<file path="src/rtl/pc_sequencer.sv">
// PC register and fetch sequencer: branch/jump/jr redirects, imem req/ready handshake, fetch strobe to decode.
// Optional macro DELAY_SLOT_EN: deliver (rather than flush) the fetch that overlaps a redirect.
module pc_sequencer #(
  parameter logic [31:0] RESET_PC = 32'h0000_0000
) (
  input  logic        clk,
  input  logic        reset,
  input  logic [31:0] imm_ext,
  input  logic [31:0] br_pc4,
  input  logic        branch_taken,
  input  logic        jump,
  input  logic [25:0] jump_index,
  input  logic        jr,
  input  logic [31:0] jr_addr,
  input  logic        stall,
  input  logic        imem_ready,
  output logic        imem_req,
  output logic [31:0] imem_addr,
  output logic [31:0] pc,
  output logic        fetch_valid,
  output logic [31:0] fetch_pc,
  output logic        addr_err
);

  typedef enum logic [1:0] {IDLE, REQ, HOLD} state_t;

  state_t      state_q, state_d;
  logic [31:0] pc_q, pc_d;
  logic [31:0] pend_pc_q, pend_pc_d;
  logic        pend_vld_q, pend_vld_d;
  logic        req_q, req_d;
  logic        fetch_valid_q, fetch_valid_d;
  logic [31:0] fetch_pc_q, fetch_pc_d;
  logic        addr_err_q, addr_err_d;

  logic        redirect;
  logic        handshake;
  logic        flush;
  logic [31:0] target;
  logic [31:0] br_target;
  logic [31:0] j_target;
  logic [31:0] jr_target;

  assign br_target = br_pc4 + (imm_ext << 2);
  assign j_target  = {br_pc4[31:28], jump_index, 2'b00};
  assign jr_target = {jr_addr[31:2], 2'b00};
  assign redirect  = jr | jump | branch_taken;
  assign target    = jr ? jr_target : (jump ? j_target : br_target);
  assign handshake = req_q & imem_ready;

  // A fetch overlapping a redirect (same edge or while a target is pending) is a wrong-path fetch.
`ifdef DELAY_SLOT_EN
  assign flush = 1'b0;
`else
  assign flush = redirect | pend_vld_q;
`endif

  always_comb begin
    state_d       = state_q;
    pc_d          = pc_q;
    pend_pc_d     = pend_pc_q;
    pend_vld_d    = pend_vld_q;
    fetch_valid_d = 1'b0;
    fetch_pc_d    = fetch_pc_q;
    addr_err_d    = addr_err_q | (jr & (jr_addr[1:0] != 2'b00));
    case (state_q)
      IDLE, HOLD: begin
        if (redirect) pc_d = target;
        state_d = stall ? HOLD : REQ;
      end
      REQ: begin
        if (handshake) begin
          fetch_pc_d    = pc_q;
          fetch_valid_d = ~flush;
          pc_d          = pend_vld_q ? pend_pc_q : (redirect ? target : pc_q + 32'd4);
          pend_vld_d    = 1'b0;
          state_d       = stall ? HOLD : REQ;
        end else if (redirect && !pend_vld_q) begin
          // Request must stay stable at the old address; park the target until it completes.
          pend_vld_d = 1'b1;
          pend_pc_d  = target;
        end
      end
      default: state_d = IDLE;
    endcase
    req_d = (state_d == REQ);
  end

  always_ff @(posedge clk) begin
    if (reset) begin
      state_q       <= IDLE;
      pc_q          <= RESET_PC;
      pend_pc_q     <= 32'h0;
      pend_vld_q    <= 1'b0;
      req_q         <= 1'b0;
      fetch_valid_q <= 1'b0;
      fetch_pc_q    <= 32'h0;
      addr_err_q    <= 1'b0;
    end else begin
      state_q       <= state_d;
      pc_q          <= pc_d;
      pend_pc_q     <= pend_pc_d;
      pend_vld_q    <= pend_vld_d;
      req_q         <= req_d;
      fetch_valid_q <= fetch_valid_d;
      fetch_pc_q    <= fetch_pc_d;
      addr_err_q    <= addr_err_d;
    end
  end

  assign imem_req    = req_q;
  assign imem_addr   = pc_q;
  assign pc          = pc_q;
  assign fetch_valid = fetch_valid_q;
  assign fetch_pc    = fetch_pc_q;
  assign addr_err    = addr_err_q;

endmodule

</file>
<file path="config.mk">
export PLATFORM = sky130hd
export DESIGN_NAME = pc_sequencer
export DESIGN_NICKNAME = d
export VERILOG_FILES = /design/src/rtl/pc_sequencer.sv
export SDC_FILE = /design/constraint.sdc
export NUM_CORES = 1
export LEC_CHECK = 0
export BUFFER_PORTS_ARGS = -buffer_cell sky130_fd_sc_hd__buf_2
export CAP_MARGIN = 20
export CORE_MARGIN = 2
export CORE_UTILIZATION = 56
export CTS_CLUSTER_DIAMETER = 60
export CTS_CLUSTER_SIZE = 10
export DETAILED_ROUTE_END_ITERATION = 10
export HOLD_SLACK_MARGIN = 0.15
export PLACE_DENSITY = 0.95
export SYNTH_ARGS = -nofsm -noshare
export SYNTH_HDL_FRONTEND = slang
export SYNTH_SLANG_ARGS = --single-unit
</file>
<file path="constraint.sdc">
create_clock -name clk -period 6.4 [get_ports clk]
set_input_delay 1.28 -clock clk [delete_from_list [all_inputs] [get_ports clk]]
set_output_delay 1.28 -clock clk [all_outputs]
set_load 0.02 [all_outputs]
</file>
* Yosys cells after proc, flatten, opt, wreduce, memory -nomap -nowiden
Index checks and enable logic that the tools add are counted.
** Cells by class
- $add $sub $neg :: 2
- Eq/ne operators :: 5
- Mux-type cells :: 12
- Bitwise gates (word level) :: 9
- Reduce and logical (&&, ||, !) cells :: 12
** Operators with widths (count)
- 32-bit two-way mux :: 6
- 32-bit one-hot mux with 2 select lines :: 1
- 32-bit by 3-bit adder with 32-bit output (second input constant) :: 1
- 32-bit adder :: 1
- 3-bit AND reduction :: 2
- 2-bit nonzero test :: 3
- 2-bit by 1-bit == test with 1-bit output (second input constant) :: 2
- 2-bit two-way mux :: 2
- 2-bit inequality test (second input constant) :: 2
- 1-bit OR :: 4
- 2-bit one-hot mux with 2 select lines :: 1
- 2-bit AND reduction :: 2
- 1-bit inverter :: 3
- 3-bit OR reduction :: 1
- 1-bit bitwise AND :: 2
- 2-bit == test (second input constant) :: 1
- 2-bit logical NOT :: 1
- 1-bit two-way mux :: 2
- 2-bit OR reduction :: 1
- 1-bit logical AND :: 1
- 1-bit logical NOT :: 1
** Word-level totals
- Register bits :: 102
- Bits of input ports :: 129
- Output and inout bits :: 99
- Word-level logic and storage cells :: 48

* Logic depth before layout (Yosys ltp)
- Word-level depth :: 7
- Mapped depth :: 11
- Gate-level depth less buffers :: 11

* Least setup slack after synthesis
No wires, ideal clock.
- Path kind :: input to register
- Start point :: in imm_ext[0]
- End point :: reg pc_q[10], in the netlist imem_addr[10]
- Setup time :: 0.128 ns
- Arrival :: 3.402 ns
- Data required time :: 6.272 ns
- Slack :: 2.870 ns
- Cell stages on the path :: 11
- Buffers on the path :: 0
- Path through :: ha_1 -> fa_1 -> a21o_1 -> a221oi_2 -> o21bai_1 -> xnor2_1 -> nor2_1 -> a211oi_1 -> nor2_1 -> a221oi_1 -> a21oi_1
** On the way
- Word-level cells in the longest chain between the ends :: 7
- Elaborated cells on any way between the ends :: 8
- Those cells by class :: 1 x add/sub; 7 x mux
** RTL lines
- start: declaration :: line 8 : input logic [31:0] imm_ext,
- 32-bit adder * :: line 44 : assign br_target = br_pc4 + (imm_ext << 2);
- 32-bit two-way mux * (2 in series) :: line 48 : assign target = jr ? jr_target : (jump ? j_target : br_target);
- 32-bit two-way mux (2 in series) :: line 75 : pc_d = pend_vld_q ? pend_pc_q : (redirect ? target : pc_q + 32'd4);
- 32-bit two-way mux :: line 72 : if (handshake) begin
- 32-bit one-hot mux with 2 select lines * :: line 66 : case (state_q)
- end signal: assignment :: line 101 : pc_q <= pc_d;
- end: declaration :: line 28 : logic [31:0] pc_q, pc_d;
Mark *: on every way between the ends. The rest lies on a longest branch, timed or not. The select of a mux whose other input is x is not followed.
A chain may end at the register's enable or synchronous reset.

* Worst setup path in the final report
- Start point :: in jump
- End point :: reg pc_q[21], in the netlist imem_addr[21]
** On the way
- Word-level cells in the longest chain between the ends :: 6
- Elaborated cells on any way between the ends :: 11
- Those cells by class :: 1 x eq/ne; 7 x mux; 2 x bitwise; 1 x reduce/logical
** RTL lines
- start: declaration :: line 11 : input logic jump,
- 32-bit two-way mux or 1-bit OR (tied branches) (2 in series) :: line 48, 47
- 32-bit two-way mux (2 in series) :: line 75
- 32-bit two-way mux :: line 72
- 32-bit one-hot mux with 2 select lines :: line 66
Parallel ways exist; a longest one is shown, timed or not. The select of a mux whose other input is x is not followed.

==> metrics.md <==
| Metric | Value |
|---|---|
| Status | complete, no violations |
| HP Start | fetch_pc[30] |
| Number of fill cells in the layout | about 1100 |
| Die height | 116 um |
| Routed via count | 7847 |
| Worst Setup Slack, final | 2080 ps |
| Nets | 1260 |
| First-pass GRT wire length | 33400 um |
| GR Util All Layers | 0.311 |
| Layout Cells excl Fill | 1277 |
| Register-to-Register Path Depth | 5 |
| Synth Cell Area | 7080 um^2 |
| Die width | 116 um |
| Die Area | roughly 14000 um^2 |
| DRT Pass-1 Iters | 6 |
| Setup TNS | 0 ps |
| Simple logic cell fraction of the synthesized area | 0.207 |
| Dpl hpwl | 15800 um |
| Clk root buf | clkbuf_16 |
| Crit path kind | in2reg |
| Post-synth EDFFs | 0 |
| Synthesized area per cell | 7.42 um^2 |
| I/O Buffers | between 200 and 250 |
| Worst EP arrival | 4600 ps |
| Worst r2r src | state_q[0] |
| Sequential cell area | between 2000 and 2500 um^2 |
| Peak Freq | 231 MHz |
| Synth warnings | 0 |
| Critical Path Sink Type | flop |
| Hold path endpoint | fetch_pc[30] |
| Drt drc | 0 |
| Hold_buf cts | 0 |
| Starting Density | 0.568 |
| Sink Count | between 100 and 150 |
| Yosys reg bits | 102 |
| XOR/XNOR Fraction of Synth Area | 0.0606 |
| Worst r2r dst | pend_pc_q[30] |
| Synth Flop Type | dfxtp_1 |
| DRT antenna net count | 0 |
| Final Skew | 4.75 ps |
| Largest family of logic cells by synthesized area | compound AO/OA/AOI/OAI gates |
| Yosys cell types | a little over 70 |
| Core area | 12500 um^2 |
| Vias in the first global route | 6787 |
| Setup repair bufs after CTS | 0 |
| Largest net degree at the start of global routing | 91 |
| Final Cycle Share | 0.675 |
| Startpoint class of the critical path | input port |
| Multi-input logic area | approximately 4500 um^2 |
| Vias per cell | 6.14 |
| DR iter-0 viols | approximately 820 |
| Worst Hold Class | reg2reg |
| Grt total ovfl | 0 |
| Sequential fraction of the synthesis area | 0.288 |
| Max cap viols | 0 |
| Final Max Slew Viols | 0 |
| Design Power | 0.00183 W |
| Post-synth ARST share | 0 |
| Hold Crit Depth | 2 |
| Cell row count | 41 |
| Layout cell share with drive strength beyond 1 | 0.247 |
| Syn_nets | 1114 |
| RSZ-0062 raised after global routing | false |
| Complex-gate fraction of the synthesized area | 0.298 |
| Post-Synth Adder-Cell Area | 0.0558 |
| DRT Wirelength | 21700 um |
| DP Cell Count | approximately 1300 |
| CTS buffer count | 9 |
| Cells after Synth | between 900 and 1000 |
| VDD IR max | 0.000140 V |
| Layout area overhead | 16.6% |
| Diodes inserted | 0 |
| R2r setup slk | 3390 ps |
| CTS tree | done |
| Post-placement setup slack | 1910 ps |
| Final Hold Viols | 0 |
| Pwr/cell area | roughly 220 nW/um^2 |
| Clk slew on worst S/H paths | 70 ps |
| Tmin final | about 4300 ps |
| Worst skew pair latency | between 300 and 400 ps |
| Setup violators final | 0 |
| Mux share of post-synthesis cell area | 0.0102 |
| Post-cts resize count | 0 |
| Least-Margin Pin Slew | 1040 ps |
| Max clock buf depth | 2 |
| Io pins | 228 |
| H-Tree Depth | 3 |
| Initial antenna violation count | 0 |
| GP Congestion | between 0.9 and 1 |
| Leak pwr | roughly 3.6 nW |
| CP max FO | 40 |
| Worst EP required | 6680 ps |
| Max-slew headroom | 0.301 |
| DR WL/cell | ~17 um |
## registers in the layout (all words and copies together), names as in the netlist
signal       flops
imem_addr       32
imem_req         1
pend_pc_q       32
fetch_pc        32
addr_err         1
state_q          2
pend_vld_q       1
fetch_valid      1
## cells in the mapped netlist (4+ instances only)
cell type	n	area (um^2)
a211oi_1	18	135
a21o_1	21	158
a21oi_1	114	571
a21oi_2	4	35.0
a221oi_1	14	123
a22oi_1	12	90.1
a31oi_1	8	50.1
and3_1	12	75.1
and4_1	4	35.0
buf_1	4	15.0
buf_2	7	35.0
buf_4	34	255
clkbuf_1	51	191
dfxtp_1	102	2040
ha_1	30	375
inv_1	10	37.5
mux2i_1	5	50.1
nand2_1	163	612
nand2b_1	5	31.3
nand3_1	24	120
nand4_1	10	62.6
nor2_1	66	248
nor3_1	25	125
nor4_1	5	31.3
o211ai_1	13	97.6
o21a_1	12	90.1
o21ai_0	47	235
o21ai_1	5	25.0
o21bai_1	7	52.6
o22ai_1	13	81.3
or3_1	4	25.0
xnor2_1	25	219
xor2_1	24	210
## worst max-delay path by stage
stage	from	to	cells after the start
3_5_place_dp	jump	imem_addr[30]	7
5_1_grt	jump	imem_addr[21]	8
3_3_place_gp	jump	imem_addr[21]	8
4_1_cts	jump	imem_addr[21]	8
2_1_floorplan	imm_ext[0]	imem_addr[10]	11
6_report	jump	imem_addr[21]	8
## per-layer routing
layer,vias up,global-route usage,wire length (um)
met3,60,0.0451,2060
li1,3703,-,-
met4,0,0.120,562
met5,-,0,0
met2,497,0.505,9920
met1,3587,0.418,9180
## per-stage QoR
stage / instance area (um^2) / utilization / hold slack (ps)
floorplan: 7080 / - / 436
global placement: 7970 / 0.639 / 435
detailed placement: 7970 / 0.639 / 443
CTS: 8260 / 0.663 / 452
global route: 8260 / 0.663 / 466
finish: 8260 / 0.663 / 451
## cells by family (layout without fill, tap and decap cells)
family,Yosys count,in the layout
multiplexers,7,7
adder cells (fa/ha/maj),31,31
flip-flops,102,102
XOR/XNOR,49,49
buffers and inverters,110,261
AND/OR/NAND/NOR,330,330
AO/OA/AOI/OAI,325,325
## cells in the final DEF (no fill, tap or decap), types with 13 or more instances in the layout
master / instances
a211oi_1: 18
a21o_1: 21
a21oi_1: 114
a221oi_1: 14
buf_2: 225
dfxtp_1: 102
ha_1: 30
nand2_1: 163
nand3_1: 24
nor2_1: 65
nor3_1: 25
o211ai_1: 13
o21ai_0: 47
o22ai_1: 13
xnor2_1: 25
xor2_1: 24
## worst max-delay path: stages
cell and delay, ps:
buf_2 340, nor2_1 900, nand2_1 490, nor2_1 780
nand2_1 360, nor2_1 200, a211oi_1 70, a21oi_1 160
## report_power, final
part           internal [W]  switching [W]
Clock              0.000295       0.000231
Combinational      0.000214       0.000350
Sequential         0.000677      0.0000673
## cell type report
class | count | area share
inverter | 11 | 0.00500
clock inverter | 3 | 0.00212
tap | 172 | 0.0261
clock buffer | 13 | 0.0327
multi-input combinational | 742 | 0.542
sequential | 102 | 0.247
timing repair buffer | 234 | 0.145
No activity file was read; power rests on OpenSTA's default activity.
